<file path="src/rtl/sd_spi_pkg.sv">
// Shared constants, state encoding and command-byte lookup for the SPI-mode SD card host.
package sd_spi_pkg;

    localparam int unsigned IDX_W       = 16;
    localparam int unsigned CMD_LEN     = 6;
    localparam int unsigned PWRUP_BYTES = 10;
    localparam int unsigned R7_BYTES    = 4;
    localparam int unsigned BLK_BYTES   = 512;
    localparam int unsigned CRC_BYTES   = 2;

    localparam logic [7:0] CMD0_B   = 8'h40;
    localparam logic [7:0] CMD8_B   = 8'h48;
    localparam logic [7:0] CMD55_B  = 8'h77;
    localparam logic [7:0] ACMD41_B = 8'h69;
    localparam logic [7:0] CMD17_B  = 8'h51;
    localparam logic [7:0] CRC0_B   = 8'h95;
    localparam logic [7:0] CRC8_B   = 8'h87;
    localparam logic [7:0] CRC55_B  = 8'h65;
    localparam logic [7:0] CRC41_B  = 8'h77;
    localparam logic [7:0] TOKEN_B  = 8'hFE;
    localparam logic [7:0] R1_IDLE  = 8'h01;
    localparam logic [7:0] R1_READY = 8'h00;
    localparam logic [7:0] IDLE_B   = 8'hFF;

    typedef enum logic [3:0] {
        ERR_NONE   = 4'd0,
        ERR_CMD0   = 4'd1,
        ERR_CMD8   = 4'd2,
        ERR_ACMD41 = 4'd3,
        ERR_CMD17  = 4'd4,
        ERR_TOKEN  = 4'd5,
        ERR_NCR    = 4'd6
    } err_e;

    typedef enum logic [3:0] {
        ST_PWRUP, ST_CMD0, ST_CMD8, ST_R7, ST_CMD55, ST_ACMD41, ST_GAP,
        ST_READY, ST_CMD17, ST_TOKEN, ST_DATA, ST_CRC, ST_DESEL, ST_ERR
    } state_e;

    // Byte to shift out for byte slot idx of state st; poll and data slots send FFh.
    function automatic logic [7:0] cmd_tx(input state_e st, input logic [IDX_W-1:0] idx,
                                          input logic [31:0] addr);
        logic [7:0] b;
        b = IDLE_B;
        if (idx < IDX_W'(CMD_LEN)) begin
            case (st)
                ST_CMD0:   b = (idx[2:0] == 3'd0) ? CMD0_B : (idx[2:0] == 3'd5) ? CRC0_B : 8'h00;
                ST_CMD8: begin
                    case (idx[2:0])
                        3'd0:    b = CMD8_B;
                        3'd3:    b = 8'h01;
                        3'd4:    b = 8'hAA;
                        3'd5:    b = CRC8_B;
                        default: b = 8'h00;
                    endcase
                end
                ST_CMD55:  b = (idx[2:0] == 3'd0) ? CMD55_B : (idx[2:0] == 3'd5) ? CRC55_B : 8'h00;
                ST_ACMD41: begin
                    case (idx[2:0])
                        3'd0:    b = ACMD41_B;
                        3'd1:    b = 8'h40;
                        3'd5:    b = CRC41_B;
                        default: b = 8'h00;
                    endcase
                end
                ST_CMD17: begin
                    case (idx[2:0])
                        3'd0:    b = CMD17_B;
                        3'd1:    b = addr[31:24];
                        3'd2:    b = addr[23:16];
                        3'd3:    b = addr[15:8];
                        3'd4:    b = addr[7:0];
                        default: b = IDLE_B;
                    endcase
                end
                default:   b = IDLE_B;
            endcase
        end
        return b;
    endfunction

endpackage

</file>
<file path="src/rtl/sd_spi_byte.sv">
// Mode-0 SPI byte engine: clock divider and 8-bit shifter, one byte per start pulse.
module sd_spi_byte #(
    parameter int unsigned CLK_DIV = 4
) (
    input  logic       clk,
    input  logic       rst,
    input  logic       start,
    input  logic [7:0] tx_byte,
    output logic [7:0] rx_byte,
    output logic       done,
    output logic       bus_clk,
    output logic       bus_mosi,
    input  logic       bus_miso
);
    localparam int unsigned CW = $clog2(CLK_DIV);

    logic          active;
    logic [CW-1:0] cnt;
    logic [3:0]    ph;
    logic [7:0]    sh;

    // done leads the final falling edge by one clk so a chained start lands exactly on it
    always_ff @(posedge clk or posedge rst) begin
        if (rst) begin
            active   <= 1'b0;
            cnt      <= '0;
            ph       <= '0;
            sh       <= '0;
            rx_byte  <= '0;
            done     <= 1'b0;
            bus_clk  <= 1'b0;
            bus_mosi <= 1'b1;
        end else begin
            done <= 1'b0;
            if (start) begin
                active   <= 1'b1;
                cnt      <= '0;
                ph       <= '0;
                sh       <= tx_byte;
                bus_clk  <= 1'b0;
                bus_mosi <= tx_byte[7];
            end else if (active) begin
                if (ph == 4'd15 && cnt == CW'(CLK_DIV - 2)) begin
                    done <= 1'b1;
                end
                if (cnt == CW'(CLK_DIV - 1)) begin
                    cnt <= '0;
                    ph  <= ph + 4'd1;
                    if (!ph[0]) begin
                        bus_clk <= 1'b1;
                        rx_byte <= {rx_byte[6:0], bus_miso};
                    end else begin
                        bus_clk <= 1'b0;
                        if (ph == 4'd15) begin
                            active   <= 1'b0;
                            bus_mosi <= 1'b1;
                        end else begin
                            sh       <= {sh[6:0], 1'b0};
                            bus_mosi <= sh[6];
                        end
                    end
                end else begin
                    cnt <= cnt + CW'(1);
                end
            end
        end
    end

endmodule

</file>
<file path="src/rtl/sd_spi_host.sv">
// SPI-mode SD card host: power-up, CMD0/CMD8/ACMD41 init, then CMD17 block reads streamed as bytes.
module sd_spi_host
    import sd_spi_pkg::*;
#(
    parameter int unsigned CLK_DIV    = 4,
    parameter int unsigned NCR_MAX    = 8,
    parameter int unsigned ACMD41_MAX = 1000,
    parameter int unsigned TOKEN_MAX  = 2048
) (
    input  logic        clk,
    input  logic        rst,
    input  logic        rd_req,
    input  logic [31:0] rd_addr,
    output logic        ready,
    output logic        busy,
    output logic [7:0]  dout,
    output logic        dout_valid,
    output logic        blk_done,
    output logic        err,
    output logic [3:0]  err_code,
    output logic        bus_clk,
    output logic        bus_cs,
    output logic        bus_mosi,
    input  logic        bus_miso
);
    state_e           state, state_n;
    logic [IDX_W-1:0] idx, idx_n, att, att_n;
    logic [31:0]      addr_q;
    logic             boot, start, done, polled, got, ncr_last;
    logic             cs_n, ready_n, busy_n, dv_n, blk_n;
    logic [7:0]       tx, rx;
    err_e             code_n;

    sd_spi_byte #(.CLK_DIV(CLK_DIV)) u_byte (
        .clk(clk), .rst(rst), .start(start), .tx_byte(tx), .rx_byte(rx), .done(done),
        .bus_clk(bus_clk), .bus_mosi(bus_mosi), .bus_miso(bus_miso)
    );

    always_ff @(posedge clk or posedge rst) begin
        if (rst) state <= ST_PWRUP;
        else     state <= state_n;
    end

    // All byte-level decisions are made on done, when the just-finished byte is in rx
    always_comb begin
        state_n  = state;
        idx_n    = idx;
        att_n    = att;
        code_n   = ERR_NONE;
        polled   = idx >= IDX_W'(CMD_LEN);
        got      = rx != IDLE_B;
        ncr_last = idx == IDX_W'(CMD_LEN + NCR_MAX - 1);
        case (state)
            ST_PWRUP: if (done) begin
                if (idx == IDX_W'(PWRUP_BYTES - 1)) begin
                    state_n = ST_CMD0;
                    idx_n   = '0;
                end else idx_n = idx + IDX_W'(1);
            end
            ST_CMD0, ST_CMD8, ST_CMD55, ST_ACMD41, ST_CMD17: if (done) begin
                if (!polled) begin
                    idx_n = idx + IDX_W'(1);
                end else if (!got) begin
                    if (ncr_last) begin
                        state_n = ST_ERR;
                        code_n  = ERR_NCR;
                    end else idx_n = idx + IDX_W'(1);
                end else begin
                    idx_n = '0;
                    if (state == ST_CMD0) begin
                        state_n = (rx == R1_IDLE) ? ST_CMD8 : ST_ERR;
                        code_n  = ERR_CMD0;
                    end else if (state == ST_CMD8) begin
                        state_n = (rx == R1_IDLE) ? ST_R7 : ST_ERR;
                        code_n  = ERR_CMD8;
                    end else if (state == ST_CMD55) begin
                        state_n = ST_ACMD41;
                    end else if (state == ST_ACMD41) begin
                        att_n  = att + IDX_W'(1);
                        code_n = ERR_ACMD41;
                        if (rx == R1_READY)                                 state_n = ST_READY;
                        else if (rx == R1_IDLE && att_n < IDX_W'(ACMD41_MAX)) state_n = ST_GAP;
                        else                                                state_n = ST_ERR;
                    end else begin
                        state_n = (rx == R1_READY) ? ST_TOKEN : ST_ERR;
                        code_n  = ERR_CMD17;
                    end
                end
            end
            ST_R7: if (done) begin
                if (idx == IDX_W'(R7_BYTES - 1)) begin
                    state_n = ST_CMD55;
                    idx_n   = '0;
                    att_n   = '0;
                end else idx_n = idx + IDX_W'(1);
            end
            ST_GAP: if (done) begin
                state_n = ST_CMD55;
                idx_n   = '0;
            end
            ST_READY: if (rd_req) begin
                state_n = ST_CMD17;
                idx_n   = '0;
            end
            ST_TOKEN: if (done) begin
                code_n = ERR_TOKEN;
                if (rx == TOKEN_B) begin
                    state_n = ST_DATA;
                    idx_n   = '0;
                end else if (got || idx == IDX_W'(TOKEN_MAX - 1)) begin
                    state_n = ST_ERR;
                end else idx_n = idx + IDX_W'(1);
            end
            ST_DATA: if (done) begin
                if (idx == IDX_W'(BLK_BYTES - 1)) begin
                    state_n = ST_CRC;
                    idx_n   = '0;
                end else idx_n = idx + IDX_W'(1);
            end
            ST_CRC: if (done) begin
                if (idx == IDX_W'(CRC_BYTES - 1)) begin
                    state_n = ST_DESEL;
                    idx_n   = '0;
                end else idx_n = idx + IDX_W'(1);
            end
            ST_DESEL: if (done) state_n = ST_READY;
            ST_ERR:   state_n = ST_ERR;
            default:  state_n = ST_ERR;
        endcase
    end

    // Output decode from the next state so registered outputs line up with the new byte
    always_comb begin
        start   = boot || ((done || state == ST_READY) && state_n != ST_READY && state_n != ST_ERR);
        tx      = cmd_tx(state_n, idx_n, addr_q);
        cs_n    = 1'b0;
        case (state_n)
            ST_PWRUP, ST_READY, ST_DESEL, ST_ERR: cs_n = 1'b1;
            default:                              cs_n = 1'b0;
        endcase
        ready_n = state_n == ST_READY;
        busy_n  = state_n != ST_READY && state_n != ST_ERR;
        dv_n    = state == ST_DATA && done;
        blk_n   = state == ST_DESEL && done;
    end

    always_ff @(posedge clk or posedge rst) begin
        if (rst) begin
            idx        <= '0;
            att        <= '0;
            addr_q     <= '0;
            boot       <= 1'b1;
            bus_cs     <= 1'b1;
            ready      <= 1'b0;
            busy       <= 1'b0;
            dout       <= '0;
            dout_valid <= 1'b0;
            blk_done   <= 1'b0;
            err        <= 1'b0;
            err_code   <= '0;
        end else begin
            idx        <= idx_n;
            att        <= att_n;
            boot       <= 1'b0;
            bus_cs     <= cs_n;
            ready      <= ready_n;
            busy       <= busy_n;
            dout_valid <= dv_n;
            blk_done   <= blk_n;
            if (state == ST_READY && rd_req) addr_q <= rd_addr;
            if (dv_n) dout <= rx;
            if (state_n == ST_ERR && state != ST_ERR) begin
                err      <= 1'b1;
                err_code <= code_n;
            end
        end
    end

endmodule

</file>
<file path="config.mk">
export PLATFORM = sky130hd
export DESIGN_NAME = sd_spi_host
export DESIGN_NICKNAME = d
export VERILOG_FILES = /design/src/rtl/sd_spi_pkg.sv /design/src/rtl/sd_spi_byte.sv /design/src/rtl/sd_spi_host.sv
export SDC_FILE = /design/constraint.sdc
export NUM_CORES = 1
export LEC_CHECK = 0
export CORE_MARGIN = 2
export CORE_UTILIZATION = 40
export CTS_BUF_LIST = sky130_fd_sc_hd__clkbuf_16
export CTS_CLUSTER_DIAMETER = 150
export CTS_CLUSTER_SIZE = 30
export DETAILED_ROUTE_END_ITERATION = 8
export GPL_TIMING_DRIVEN = 0
export PLACE_DENSITY_LB_ADDON = 0.1
export SKIP_CTS_REPAIR_TIMING = 1
export SYNTH_ARGS = -nofsm -noshare
export SYNTH_HDL_FRONTEND = slang
export SYNTH_SLANG_ARGS = --single-unit
</file>
<file path="constraint.sdc">
create_clock -name clk -period 11.6 [get_ports clk]
set_clock_uncertainty 0.1 [all_clocks]
set_input_delay 3.48 -clock clk [delete_from_list [all_inputs] [get_ports clk]]
set_output_delay 3.48 -clock clk [all_outputs]
set_load 0.01 [all_outputs]
</file>
# Yosys cells after proc, flatten, opt, wreduce, memory -nomap -nowiden

Cells that the tools add are included.

Output and inout port bits: 20
Register bits: 112
Logic and storage cells: 211
Input port bits: 36

Magnitude comparators: 3
Bitwise operators: 2
$add $sub $neg: 4
Equal/unequal tests: 50
Muxes and demuxes: 104
Reduce and logical (&&, ||, !) cells: 27

Operator list:

| kind                                                                           | count |
|---|---|
| 16-bit 2-to-1 mux                                                              | 26 |
| 4-bit 2-to-1 mux                                                               | 32 |
| 16-bit one-hot mux with 8 select lines                                         | 1 |
| 8-bit one-hot mux with 5 select lines                                          | 2 |
| 7-bit 2-to-1 mux                                                               | 7 |
| 4-bit equality test, second input constant                                     | 9 |
| 4-bit one-hot mux with 9 select lines                                          | 1 |
| 16-bit by 1-bit adder with 16-bit output, second input constant                | 2 |
| 16-bit by 4-bit equality test with 1-bit output, second input constant         | 2 |
| 16-bit one-hot mux with 2 select lines                                         | 1 |
| 8-bit one-hot mux with 4 select lines                                          | 1 |
| 4-bit by 3-bit equality test with 1-bit output, second input constant          | 7 |
| 8-bit 2-to-1 mux                                                               | 3 |
| 3-bit 2-to-1 mux                                                               | 7 |
| 7-bit one-hot mux with 3 select lines                                          | 1 |
| 1-bit 2-to-1 mux                                                               | 18 |
| 16-bit by 1-bit equality test with 1-bit output, second input constant         | 1 |
| 16-bit by 11-bit equality test with 1-bit output, second input constant        | 1 |
| 16-bit by 2-bit equality test with 1-bit output, second input constant         | 1 |
| 16-bit by 9-bit equality test with 1-bit output, second input constant         | 1 |
| 16-bit by 3-bit >= comparator with 1-bit output, second input constant         | 1 |
| 16-bit by 10-bit less-than comparator with 1-bit output, second input constant | 1 |
| 16-bit by 3-bit less-than comparator with 1-bit output, second input constant  | 1 |
| 2-bit inequality test, second input constant                                   | 8 |
| other kinds (29)                                                               | 55 |

# Depth between registers and ports, before layout

Gate-level depths: netlist of the first run.

Depth after elaboration: 19
Gate-level depth with buffers: 16
Mapped depth without buffers: 13

# Modules after synthesis

Synthesis of the first run repeated with hierarchy kept, for this count alone.

Cells, all modules: 900
Area total of the unflattened synthesis: 7622.3 um^2

Modules (own cells, without submodules):

| module      | area an instance (um^2) | cells each | sequential area each (um^2) | instances |
|---|---|---|---|---|
| sd_spi_host | 6527.5                  | 799        | 2154.6                      | 1 |
| sd_spi_byte | 1094.8                  | 101        | 601.8                       | 1 |

# Worst setup path before layout of the first run

No wires, ideal clock.

Path type: input-to-reg
From: in rd_req
To: reg u_byte.rx_byte[0]
Arrival time: 5.755 ns
Path slack: 5.620 ns
Library setup time: 0.125 ns
Data required time: 11.375 ns
Path buffers: 0
Cell stages on the path: 8
Cells stage by stage: nor3_1 a41oi_1 or4b_4 o31ai_4 xnor2_2 a31oi_4 nor3_4 mux2_4

Word-level cells in the longest chain between the ends: 8
Elaborated cells on any way between the ends: 9
Classes of those cells: eq/ne: 2; mux: 2; bitwise: 1; reduce/logical: 4

Ends and longest elaborated chain:

| element                                          | line               | RTL |
|---|---|---|
| start, declared                                  | sd_spi_host.sv:12  | `input logic rd_req,` |
| 4-bit 2-to-1 mux *                               | sd_spi_host.sv:101 | `ST_READY: if (rd_req) begin` |
| 4-bit one-hot mux with 9 select lines *          | sd_spi_host.sv:53  | `case (state)` |
| 4-bit by 3-bit inequality test with 1-bit output | sd_spi_host.sv:134 | `start = boot \|\| ((done \|\| state == ST_READY) && state_n != ST_READY && state_n != ST_ERR);` |
| 1-bit logical AND                                | sd_spi_host.sv:134 |  |
| 1-bit logical AND *                              | sd_spi_host.sv:134 |  |
| 1-bit logical OR *                               | sd_spi_host.sv:134 |  |
| 1-bit NOT (no line) *                            | -                  |  |
| 4-bit AND reduction (no line) *                  | -                  |  |
| end signal, assigned                             | sd_spi_byte.sv:51  | `rx_byte <= {rx_byte[6:0], bus_miso};` |
| end, declared                                    | sd_spi_byte.sv:9   | `output logic [7:0] rx_byte,` |

Mark *: on every way between the ends. The rest lies on a longest branch, timed or not.
A chain may end at the register's enable or synchronous reset.

# Worst setup path in the final report of the first run

From: in rd_req
To: reg u_byte.sh[5]

Word-level cells in the longest chain between the ends: 8
Elaborated cells on any way between the ends: 35
Classes of those cells: order compare: 1; eq/ne: 13; mux: 13; reduce/logical: 8

Ends and longest elaborated chain:

| element                                                                                        | line              | RTL |
|---|---|---|
| branches (longest 8 deep; another with 16-bit by 3-bit less-than comparator with 1-bit output) | -                 |  |
| end signal, assigned                                                                           | sd_spi_byte.sv:39 | `sh <= tx_byte;` |
| end signal, assigned                                                                           | sd_spi_byte.sv:58 | `sh <= {sh[6:0], 1'b0};` |
| end, declared                                                                                  | sd_spi_byte.sv:20 | `logic [7:0] sh;` |

Parallel ways; which one is timed is not known.

==> results of run 1 <==
## final timing paths
check                           slack, ns  depth (start not counted)           end
worst max-delay path                 4.63                         13  u_byte.sh[5]
min in group asynchronous            3.51                          2    addr_q[13]
worst min register to register       0.38                          1           err
worst min-delay path                 0.38                          1           err
max in group asynchronous            7.09                          3          boot
worst max register to register       6.64                         10  u_byte.sh[5]
## critical path: stages
cell	delay [ns]
sky130_fd_sc_hd__clkdlybuf4s50_1	0.69
sky130_fd_sc_hd__nand4_1	0.12
sky130_fd_sc_hd__o21ai_0	0.11
sky130_fd_sc_hd__a22oi_1	0.16
sky130_fd_sc_hd__or2_2	0.33
sky130_fd_sc_hd__buf_2	0.19
sky130_fd_sc_hd__a221o_1	0.43
sky130_fd_sc_hd__nor2_1	0.32
sky130_fd_sc_hd__inv_1	0.16
sky130_fd_sc_hd__a21oi_1	0.23
sky130_fd_sc_hd__nand4_1	0.30
sky130_fd_sc_hd__o41ai_1	0.45
sky130_fd_sc_hd__nand4_1	0.14
## power by group
part / total, mW / switching, mW / internal, mW
sequential: 0.433 / 0.0256 / 0.407
clock: 0.343 / 0.182 / 0.161
combinational: 0.123 / 0.0633 / 0.0599
## kinds of logic (layout without fill, tap and decap cells)
family / Yosys count / count (layout) / share of synthesized area [%]
adders and majority gates: 8 / 8 / 1.342
xor gates and xnor gates: 15 / 15 / 1.909
other: 1 / 2 / 0.05155
and+or+nand+nor: 322 / 322 / 23.43
AOI/OAI and AO/OA: 229 / 229 / 21.65
buffers and inverters: 81 / 152 / 4.627
DFF: 110 / 110 / 37.89
muxes: 57 / 57 / 9.099
## stage by stage
step           setup slack, ns  power, mW  hold WS [ns]  cells  instance area (um2)
2_1_floorplan            5.123     0.5162        0.3704    824                 7278
3_3_place_gp             3.373     0.5570        0.3549   1107                 8105
3_5_place_dp             4.306     0.5636        0.3570   1108                 8140
4_1_cts                  4.682     0.9084        0.3777   1124                 8462
5_1_grt                  4.414     0.9406        0.3938   1124                 8462
6_report                 4.627     0.8989        0.3781   1124                 8462
## state kept, by name, summed over array words and instances, names as in the netlist
register         cells
addr_q              32
att                 16
idx                 16
dout                 8
u_byte.rx_byte       8
u_byte.sh            7
state                4
u_byte.ph            4
err_code             3
u_byte.cnt           2
blk_done             1
boot                 1
bus_cs               1
busy                 1
dout_valid           1
err                  1
ready                1
u_byte.active        1
u_byte.bus_mosi      1
u_byte.done          1
## synth_stat cells, types with 6 or more instances
| cell type | n |
|---|---|
| sky130_fd_sc_hd__a211oi_1 | 12 |
| sky130_fd_sc_hd__a21oi_1 | 35 |
| sky130_fd_sc_hd__a31oi_1 | 12 |
| sky130_fd_sc_hd__a41oi_1 | 6 |
| sky130_fd_sc_hd__and2_1 | 10 |
| sky130_fd_sc_hd__and3_1 | 11 |
| sky130_fd_sc_hd__and4_1 | 7 |
| sky130_fd_sc_hd__clkbuf_1 | 44 |
| sky130_fd_sc_hd__dfrtp_1 | 107 |
| sky130_fd_sc_hd__ha_1 | 7 |
| sky130_fd_sc_hd__inv_1 | 21 |
| sky130_fd_sc_hd__mux2_2 | 41 |
| sky130_fd_sc_hd__mux2_4 | 8 |
| sky130_fd_sc_hd__mux2i_1 | 8 |
| sky130_fd_sc_hd__nand2_1 | 81 |
| sky130_fd_sc_hd__nand2b_1 | 11 |
| sky130_fd_sc_hd__nand3_1 | 37 |
| sky130_fd_sc_hd__nand4_1 | 19 |
| sky130_fd_sc_hd__nor2_1 | 57 |
| sky130_fd_sc_hd__nor3_1 | 28 |
| sky130_fd_sc_hd__nor4_1 | 16 |
| sky130_fd_sc_hd__o211ai_1 | 7 |
| sky130_fd_sc_hd__o21a_1 | 6 |
| sky130_fd_sc_hd__o21ai_0 | 61 |
| sky130_fd_sc_hd__o22ai_1 | 8 |
| sky130_fd_sc_hd__o31ai_1 | 16 |
| sky130_fd_sc_hd__o41ai_1 | 6 |
| sky130_fd_sc_hd__or2_2 | 6 |
| sky130_fd_sc_hd__or3_1 | 6 |
| sky130_fd_sc_hd__or4_1 | 7 |
| sky130_fd_sc_hd__xnor2_1 | 8 |
| sky130_fd_sc_hd__xor2_1 | 6 |
## per-layer routing
metal  vias to the layer above  global-route usage, %  part of all wire [%]
met2                       246                  37.93                    47
met3                        57                  3.280                   4.8
met1                      3395                  34.37                    45
met5                         -                      0                 0.056
li1                       3233                      -                     -
met4                         2                  8.134                   3.0
## area by class of cell
type                    count  area, um2
fillers                  1727       9440
multi-input cells         633       4190
flip-flops and latches    110       2756
repair buffers             55      568.0
well taps                 229      286.5
plain buffers              58      250.2
clock buffers               9      225.2
clock inverters             7      96.34
inverters                  23      88.84
==> impl_results.md, run 1 <==
* Count of state elements after synthesis at 110
* Number of buffers created by CTS at 9
* Number of I/O pins at 56
* Total congestion overflow at 0
* CP Data Required Time at 11.74 ns
* Average wire per standard cell at 20.77 um
* Die width at 138.9 um
* Quantity of I/O buffers inserted on ports at 54
* P&R area growth vs syn at 16.32%
* Hold violation count in the final report at 0
* Clock Root Buffer: sky130_fd_sc_hd__clkbuf_16
* Worst setup EP type: flip-flop
* Area of the placeable core at 0.01790 mm2
* Setup crit start: rd_req
* Final number of setup-violating endpoints at 0
* Commonest non-fill, non-tap cell in the layout: sky130_fd_sc_hd__dfrtp_1
* Mean Syn Cell Area at 8.839 um2
* Pwr Density at 106.2 mW/mm2
* Maximum capacitance violations at 0
* Critical Setup Path Class: input pin to flip-flop
* Final net count at 933
* Pre-antenna DRT Iters at 5
* Slew at the pin closest to its max-slew limit at 1.241 ns
* Clock Sinks at 110
* Cell count after synthesis at 823
* Number of antenna cells inserted at 0
* Starting utilization of the core area at 40.63%
* Synth Flop Type: sky130_fd_sc_hd__dfrtp_1
* DP HPWL at 17500 um
* Arrival @ worst endpoint at 7.11 ns
* Final min period at 6.973 ns
* Final GP Congestion at 0.9195
* Total wirelength of the detailed-routed design at 23350 um
* Final Max Tran Viols at 0
* Min-delay src: err
* Clock latency at the later pin of the worst-skew pair at 0.37 ns
* Reg clk slew, reported paths at 0.08 ns
* Longest Clk Path Bufs at 2
* Htree depth at 3
* CTS tree: yes
* FMAX at 0.1434 GHz
* Min-delay worst type: flip-flop to flip-flop
* RSZ-0062 raised after global routing: no
* Final antenna-violating net count at 0
* Result of the run: finished, final reports clean
* Worst-case vdd ir drop at 73.45 uV
* Sum of negative setup slack at 0 ns
* Post-Synthesis Cell Area at 0.007274 mm2
* Portion of synthesized cell area occupied by the leading cell type at 36.81%
* Vias after detailed routing at 6933
* Relative slew margins at 16.57%
* Crit path launch type: input pin
* Starting DRC count in detailed routing at 717
* Fraction of the yosys area taken by sequential cells at 37.89%
* DRC errors left at 0
* Global-route total usage across every layer at 24.11%
* EDFF count, synth at 0
* Antenna violations before repair at 1
* Synth unique cells at 84
* Synth async-reset ratio at 100.0%
* Utilization after layout at 47.27%
* Global-route wire length before repair at 37140 um
* Total die area at 0.01928 mm2
* Row Count at 49
* Critical R2R Launch: idx[4]
* Ratio of final minimum period to clock period at 60.12%
* Drt via density at 6.168
* Floorplan die height at 138.9 um
* Maximum number of pins on one net before global-route repair at 64
* Area contributors post-synth: sky130_fd_sc_hd__dfrtp_1 37%, sky130_fd_sc_hd__mux2_2 6.3%, sky130_fd_sc_hd__o21ai_0 4.2%, sky130_fd_sc_hd__nand2_1 4.2%, sky130_fd_sc_hd__nor2_1 2.9%
* Most used cells in the layout excluding fill and tap cells: 107 x sky130_fd_sc_hd__dfrtp_1, 81 x sky130_fd_sc_hd__nand2_1, 61 x sky130_fd_sc_hd__o21ai_0, 57 x sky130_fd_sc_hd__nor2_1, 54 x sky130_fd_sc_hd__clkdlybuf4s50_1
* Layout cells sized above 1 at 11.73%
* Leakage power total at 3.395 nW
* Number of global-route vias before repair at 6555
* Crit path max fanout at 8
* Synth warn at 0
* Synth area leader: sky130_fd_sc_hd__dfrtp_1
(Power assumes the default switching activity.)
==> inputs of run 2 (changes only) <==
Clock period 11.6 ns to 7.1 ns, I/O delays scaled along.
==> results of run 2 <==
The final DEF is identical to that of run 1. Status: finished, final reports clean.
Among the figures that moved: setup slack after placement 4.306 ns -> 1.156 ns; setup slack after layout 4.627 ns -> 1.477 ns; register-to-register setup slack 6.64 ns -> 2.14 ns; total power 0.8989 mW -> 1.469 mW; worst IR drop on VDD 73.45 uV -> 120.0 uV
